## src/rtl/ram_bus_initiator.sv

```systemverilog
// Fabric-side RamBus master: turns single-word read/write commands into
// two-phase (SETUP/ACCESS) bus transactions with an ack timeout.
module ram_bus_initiator #(
  parameter int unsigned ADDR_W         = 14,
  parameter int unsigned DATA_W         = 32,
  parameter int unsigned TIMEOUT_CYCLES = 255
) (
  input  logic              clk,
  input  logic              nRst,
  input  logic              CmdValid,
  output logic              CmdReady,
  input  logic              CmdWrnRd,
  input  logic [ADDR_W-1:0] CmdAddress,
  input  logic [DATA_W-1:0] CmdData,
  output logic              RspValid,
  input  logic              RspReady,
  output logic [DATA_W-1:0] RspData,
  output logic              RspTimeout,
  output logic              Busy,
  output logic [ADDR_W-1:0] RamBusAddress,
  output logic [DATA_W-1:0] RamBusDataIn,
  output logic              RamBusnCs,
  output logic              RamBusWrnRd,
  output logic              RamBusLatch,
  input  logic              RamBusAck,
  input  logic [DATA_W-1:0] RamBusDataOut
);

  localparam int unsigned CNT_W = 16;
  localparam logic [CNT_W-1:0] CNT_LAST = CNT_W'(TIMEOUT_CYCLES - 1);

  typedef enum logic [1:0] {
    ST_IDLE   = 2'd0,
    ST_SETUP  = 2'd1,
    ST_ACCESS = 2'd2,
    ST_RESP   = 2'd3
  } state_e;

  state_e state_q, state_d;

  logic [ADDR_W-1:0] addr_q, addr_d;
  logic [DATA_W-1:0] wdata_q, wdata_d;
  logic              wrnrd_q, wrnrd_d;
  logic              ncs_q, ncs_d;
  logic              latch_q, latch_d;
  logic              rsp_valid_q, rsp_valid_d;
  logic [DATA_W-1:0] rsp_data_q, rsp_data_d;
  logic              rsp_to_q, rsp_to_d;
  logic [CNT_W-1:0]  cnt_q, cnt_d;

  // State register
  always_ff @(posedge clk or negedge nRst) begin
    if (!nRst) begin
      state_q <= ST_IDLE;
    end else begin
      state_q <= state_d;
    end
  end

  // Next-state logic; ack beats a simultaneous timeout
  always_comb begin
    state_d = state_q;
    unique case (state_q)
      ST_IDLE:   if (CmdValid) state_d = ST_SETUP;
      ST_SETUP:  state_d = ST_ACCESS;
      ST_ACCESS: if (RamBusAck || (cnt_q == CNT_LAST)) state_d = ST_RESP;
      ST_RESP:   if (RspReady) state_d = ST_IDLE;
      default:   state_d = ST_IDLE;
    endcase
  end

  // Output/datapath next values; bus strobes track the next state so they
  // line up with the state register cycle for cycle
  always_comb begin
    addr_d      = addr_q;
    wdata_d     = wdata_q;
    wrnrd_d     = wrnrd_q;
    rsp_data_d  = rsp_data_q;
    rsp_to_d    = rsp_to_q;
    cnt_d       = cnt_q;
    ncs_d       = (state_d == ST_SETUP) || (state_d == ST_ACCESS);
    latch_d     = (state_d == ST_ACCESS);
    rsp_valid_d = (state_d == ST_RESP);
    unique case (state_q)
      ST_IDLE: begin
        if (CmdValid) begin
          addr_d  = CmdAddress;
          wdata_d = CmdData;
          wrnrd_d = CmdWrnRd;
          cnt_d   = '0;
        end
      end
      ST_SETUP: begin
      end
      ST_ACCESS: begin
        if (RamBusAck) begin
          rsp_data_d = wrnrd_q ? '0 : RamBusDataOut;
          rsp_to_d   = 1'b0;
        end else if (cnt_q == CNT_LAST) begin
          rsp_data_d = '0;
          rsp_to_d   = 1'b1;
        end else if (cnt_q != {CNT_W{1'b1}}) begin
          cnt_d = cnt_q + CNT_W'(1);
        end
      end
      ST_RESP: begin
        if (RspReady) cnt_d = '0;
      end
      default: begin
      end
    endcase
  end

  // Output and datapath registers
  always_ff @(posedge clk or negedge nRst) begin
    if (!nRst) begin
      addr_q      <= '0;
      wdata_q     <= '0;
      wrnrd_q     <= 1'b0;
      ncs_q       <= 1'b0;
      latch_q     <= 1'b0;
      rsp_valid_q <= 1'b0;
      rsp_data_q  <= '0;
      rsp_to_q    <= 1'b0;
      cnt_q       <= '0;
    end else begin
      addr_q      <= addr_d;
      wdata_q     <= wdata_d;
      wrnrd_q     <= wrnrd_d;
      ncs_q       <= ncs_d;
      latch_q     <= latch_d;
      rsp_valid_q <= rsp_valid_d;
      rsp_data_q  <= rsp_data_d;
      rsp_to_q    <= rsp_to_d;
      cnt_q       <= cnt_d;
    end
  end

  assign CmdReady      = (state_q == ST_IDLE);
  assign Busy          = (state_q != ST_IDLE);
  assign RamBusAddress = addr_q;
  assign RamBusDataIn  = wdata_q;
  assign RamBusWrnRd   = wrnrd_q;
  assign RamBusnCs     = ncs_q;
  assign RamBusLatch   = latch_q;
  assign RspValid      = rsp_valid_q;
  assign RspData       = rsp_data_q;
  assign RspTimeout    = rsp_to_q;

endmodule

```

## config.mk

```make
export PLATFORM = sky130hd
export DESIGN_NAME = ram_bus_initiator
export DESIGN_NICKNAME = d
export VERILOG_FILES = /design/src/rtl/ram_bus_initiator.sv
export SDC_FILE = /design/constraint.sdc
export NUM_CORES = 1
export LEC_CHECK = 0
export CORE_MARGIN = 10
export CORE_UTILIZATION = 45
export CTS_BUF_LIST = sky130_fd_sc_hd__clkbuf_4 sky130_fd_sc_hd__clkbuf_8
export DETAILED_ROUTE_END_ITERATION = 10
export HOLD_SLACK_MARGIN = 0.06
export PLACE_DENSITY = 0.81
export RECOVER_POWER = 100
export SLEW_MARGIN = 20
export SYNTH_ARGS = -nofsm -noshare
export SYNTH_HDL_FRONTEND = slang
export SYNTH_SLANG_ARGS = --single-unit
```

## constraint.sdc

```tcl
create_clock -name clk -period 2.3 [get_ports clk]
set_clock_uncertainty 0.2 [all_clocks]
set_input_delay 0.23 -clock clk [delete_from_list [all_inputs] [get_ports clk]]
set_output_delay 0.23 -clock clk [all_outputs]
set_load 0.03 [all_outputs]
```

==> flow_metrics.env <==
export IMPL_portBuffers=168
export IMPL_grt_pass1_wl_um=19900
export IMPL_area_growth_synth_to_final_pct=48.0
export IMPL_async_reset_ff_share_pct=100
export IMPL_slew_violations=0
export IMPL_synth_top_flop_cell="dfrtp_1"
export IMPL_status="complete, no violations"
export IMPL_netlist_instances=324
export IMPL_initial_utilization_pct=46.1
export IMPL_syn_area_um2=4260
export IMPL_cts_tree="built"
export IMPL_drtIter0Drc=327
export IMPL_numClockSinks=101
export IMPL_grt_overflow_total=0
export IMPL_wl_um=12400
export IMPL_worstMarginPinSlew_ps=1150
export IMPL_p_sw_share_pct=42.5
export IMPL_p_seq_share_pct=34.4
export IMPL_synth_nets=412
export IMPL_power_leakage_nw=2.77
export IMPL_htree_levels=3
export IMPL_required_ps=1870
export IMPL_wl_per_cell_um=19.5
export IMPL_endpoint_kind="primary output"
export IMPL_ios=169
export IMPL_ys_ff_latch=101
export IMPL_setup_tns_ps=0
export IMPL_ys_types=46
export IMPL_synth_area_leader_cell="dfrtp_1"
export IMPL_synth_common_cells="dfrtp_1, a22o_1, mux2_2"
export IMPL_pwr_share_clk_pct=13.6
export IMPL_maxCapViolations=0
export IMPL_grt_max_degree=46
export IMPL_dieArea_um2=13800
export IMPL_nNetsFinal=589
export IMPL_finalSetupViolCount=0
export IMPL_min_period_over_period_pct=95.4
export IMPL_power_internal_mw=4.69
export IMPL_finalHoldViolations=0
export IMPL_grt_pass1_vias=3609
export IMPL_hold_class="in2reg"
export IMPL_post_synth_top_count_cell="dfrtp_1"
export IMPL_critPathLaunchType="flip-flop"
export IMPL_core_area_um2=9240
export IMPL_first_pass_iters=4
export IMPL_postSynthAreaPerCell_um2=13.1
export IMPL_vias=3422
export IMPL_fp_row_count=35
export IMPL_ctsLongestPathBuffers=2
export IMPL_utilization_pct=68.2
export IMPL_vdd_drop_max_mv=0.700
export IMPL_antenna_found_initial=0
export IMPL_yosysSeqAreaShare_pct=59.3
export IMPL_slew_headroom_pct=23.6
export IMPL_post_cts_buffers=0
export IMPL_place_congestion=0.987
export IMPL_yosysWarnings=0
export IMPL_crit_fanout=6
export IMPL_path_class="reg2out"
export IMPL_power_density_nw_per_um2=1290
export IMPL_cts_buffers=9
export IMPL_track_usage_pct=17.6
export IMPL_die_w_um=117
export IMPL_synth_edf_count=0
export IMPL_clkSlewWorstSetupHoldPaths_ps=100
export IMPL_dieHeight_um=117
export IMPL_min_period_ps=2190
export IMPL_n_antenna_cell=0
export IMPL_drtAntennaViolNets=0
export IMPL_power_switching_mw=3.46
export IMPL_clk_latency_ps=360
export IMPL_synthTopCellsByArea="dfrtp_1, mux2_2, a22o_1"
export IMPL_root_buffer="clkbuf_8"
export IMPL_fmax_ghz=0.456
export IMPL_yosysTopAreaCellShare_pct=59.3
export IMPL_dp_hpwl_um=9500
export IMPL_vias_per_cell=5.39
export IMPL_power_frac_comb_pct=51.9
export IMPL_layout_drive_gt1_share_pct=14.6
export IMPL_arrival_ps=1760
export IMPL_drc=0
export IMPL_grt_setup_unrepaired="false"
export IMPL_hold_ws_ps=207
-- timing repair --
action / CTS / global route
endpoints found under the setup margin: 0 / 11
gates resized for setup: 0 / 2
hold endpoints to repair: 41 / 0
hold buffers: 1 / 0
-- sequential cells by signal, indices dropped and copies added, names as in the netlist --
| register | count |
|---|---|
| RspData | 32 |
| RspTimeout | 1 |
| RspValid | 1 |
| RamBusLatch | 1 |
| RamBusDataIn | 32 |
| RamBusWrnRd | 1 |
| RamBusnCs | 1 |
| cnt_q | 16 |
| state_q | 2 |
| RamBusAddress | 14 |
-- cells by family (layout without fill, tap and decap cells) --
logic type / Yosys count / count (layout) / share of synthesized area, %
flops: 101 / 101 / 59.3
simple gates: 74 / 74 / 9.72
compound gates: 73 / 73 / 13.8
mux: 47 / 47 / 12.4
buf+inv: 25 / 207 / 3.52
fa+ha+maj: 4 / 4 / 1.17
-- cell usage in the layout (no fill, tap or decap), types with 4 or more instances in the layout --
master             n
nand2_1           15
clkbuf_2           8
inv_1              5
ha_1               4
mux2_2            28
a22o_1            29
dlygate4sd3_1     85
a21oi_1            4
mux2_1            19
nor2_1            17
dfrtp_1          101
o21ai_1            6
buf_4              7
o31ai_1           14
o21ai_0            4
clkbuf_8          11
a31oi_1            4
clkdlybuf4s50_1   83
nand3_1            9
-- through the flow --
| stage | power, mW | worst slack [ps] | std cells | area (um2) |
|---|---|---|---|---|
| floorplan | 5.39 | 195 | 324 | 4260 |
| global placement | 7.29 | 287 | 618 | 6120 |
| detailed placement | 7.41 | 172 | 618 | 6120 |
| CTS | 8.52 | 118 | 635 | 6330 |
| global route | 8.59 | 26.8 | 635 | 6300 |
| finish | 8.16 | 107 | 635 | 6300 |
-- layout make-up --
| class | count | area [um2] |
|---|---|---|
| inverters | 5 | 18.8 |
| clock inverters | 5 | 42.5 |
| clock buffers | 11 | 151 |
| well taps | 129 | 161 |
| flip-flops and latches | 101 | 2530 |
| multi-input cells | 198 | 1590 |
| repair buffers | 186 | 1820 |
| fillers | 682 | 2940 |
-- routing by layer --
| layer | vias up | global-route usage (%) | share of wire, % |
|---|---|---|---|
| met3 | 24 | 5.56 | 7.2 |
| met1 | 1698 | 20.3 | 40 |
| met2 | 146 | 30.2 | 50 |
| met4 | 0 | 5.79 | 2.1 |
| li1 | 1554 | - | - |
| met5 | - | 0 | 0 |
-- power groups by stage --
stage | Clock, mW | Combinational, mW | Sequential [mW]
2_1_floorplan | 0 | 1.21 | 4.18
3_3_place_gp | 0 | 4.45 | 2.85
3_5_place_dp | 0 | 4.53 | 2.89
4_1_cts | 1.12 | 4.55 | 2.85
5_1_grt | 1.20 | 4.48 | 2.90
6_report | 1.11 | 4.24 | 2.81
-- critical path, stage by stage (launching register included) --
cell and delay [ps]:
dfrtp_1 450, nor2_2 220, inv_1 50, dlygate4sd3_1 680
-- worst paths after layout --
path                                      to  slack, ps             start  cells past startpoint
max in group asynchronous    RamBusDataIn[4]        370              nRst                      3
min in group asynchronous  RamBusAddress[10]        410              nRst                      2
setup / recovery                        Busy        110        state_q[1]                      3
hold / removal                    RspData[0]        210  RamBusDataOut[0]                      3
hold reg to reg             RamBusAddress[0]        290  RamBusAddress[0]                      1
setup reg to reg                    cnt_q[3]        130          cnt_q[0]                      8
Note: power is estimated with default switching activity, not from simulation.
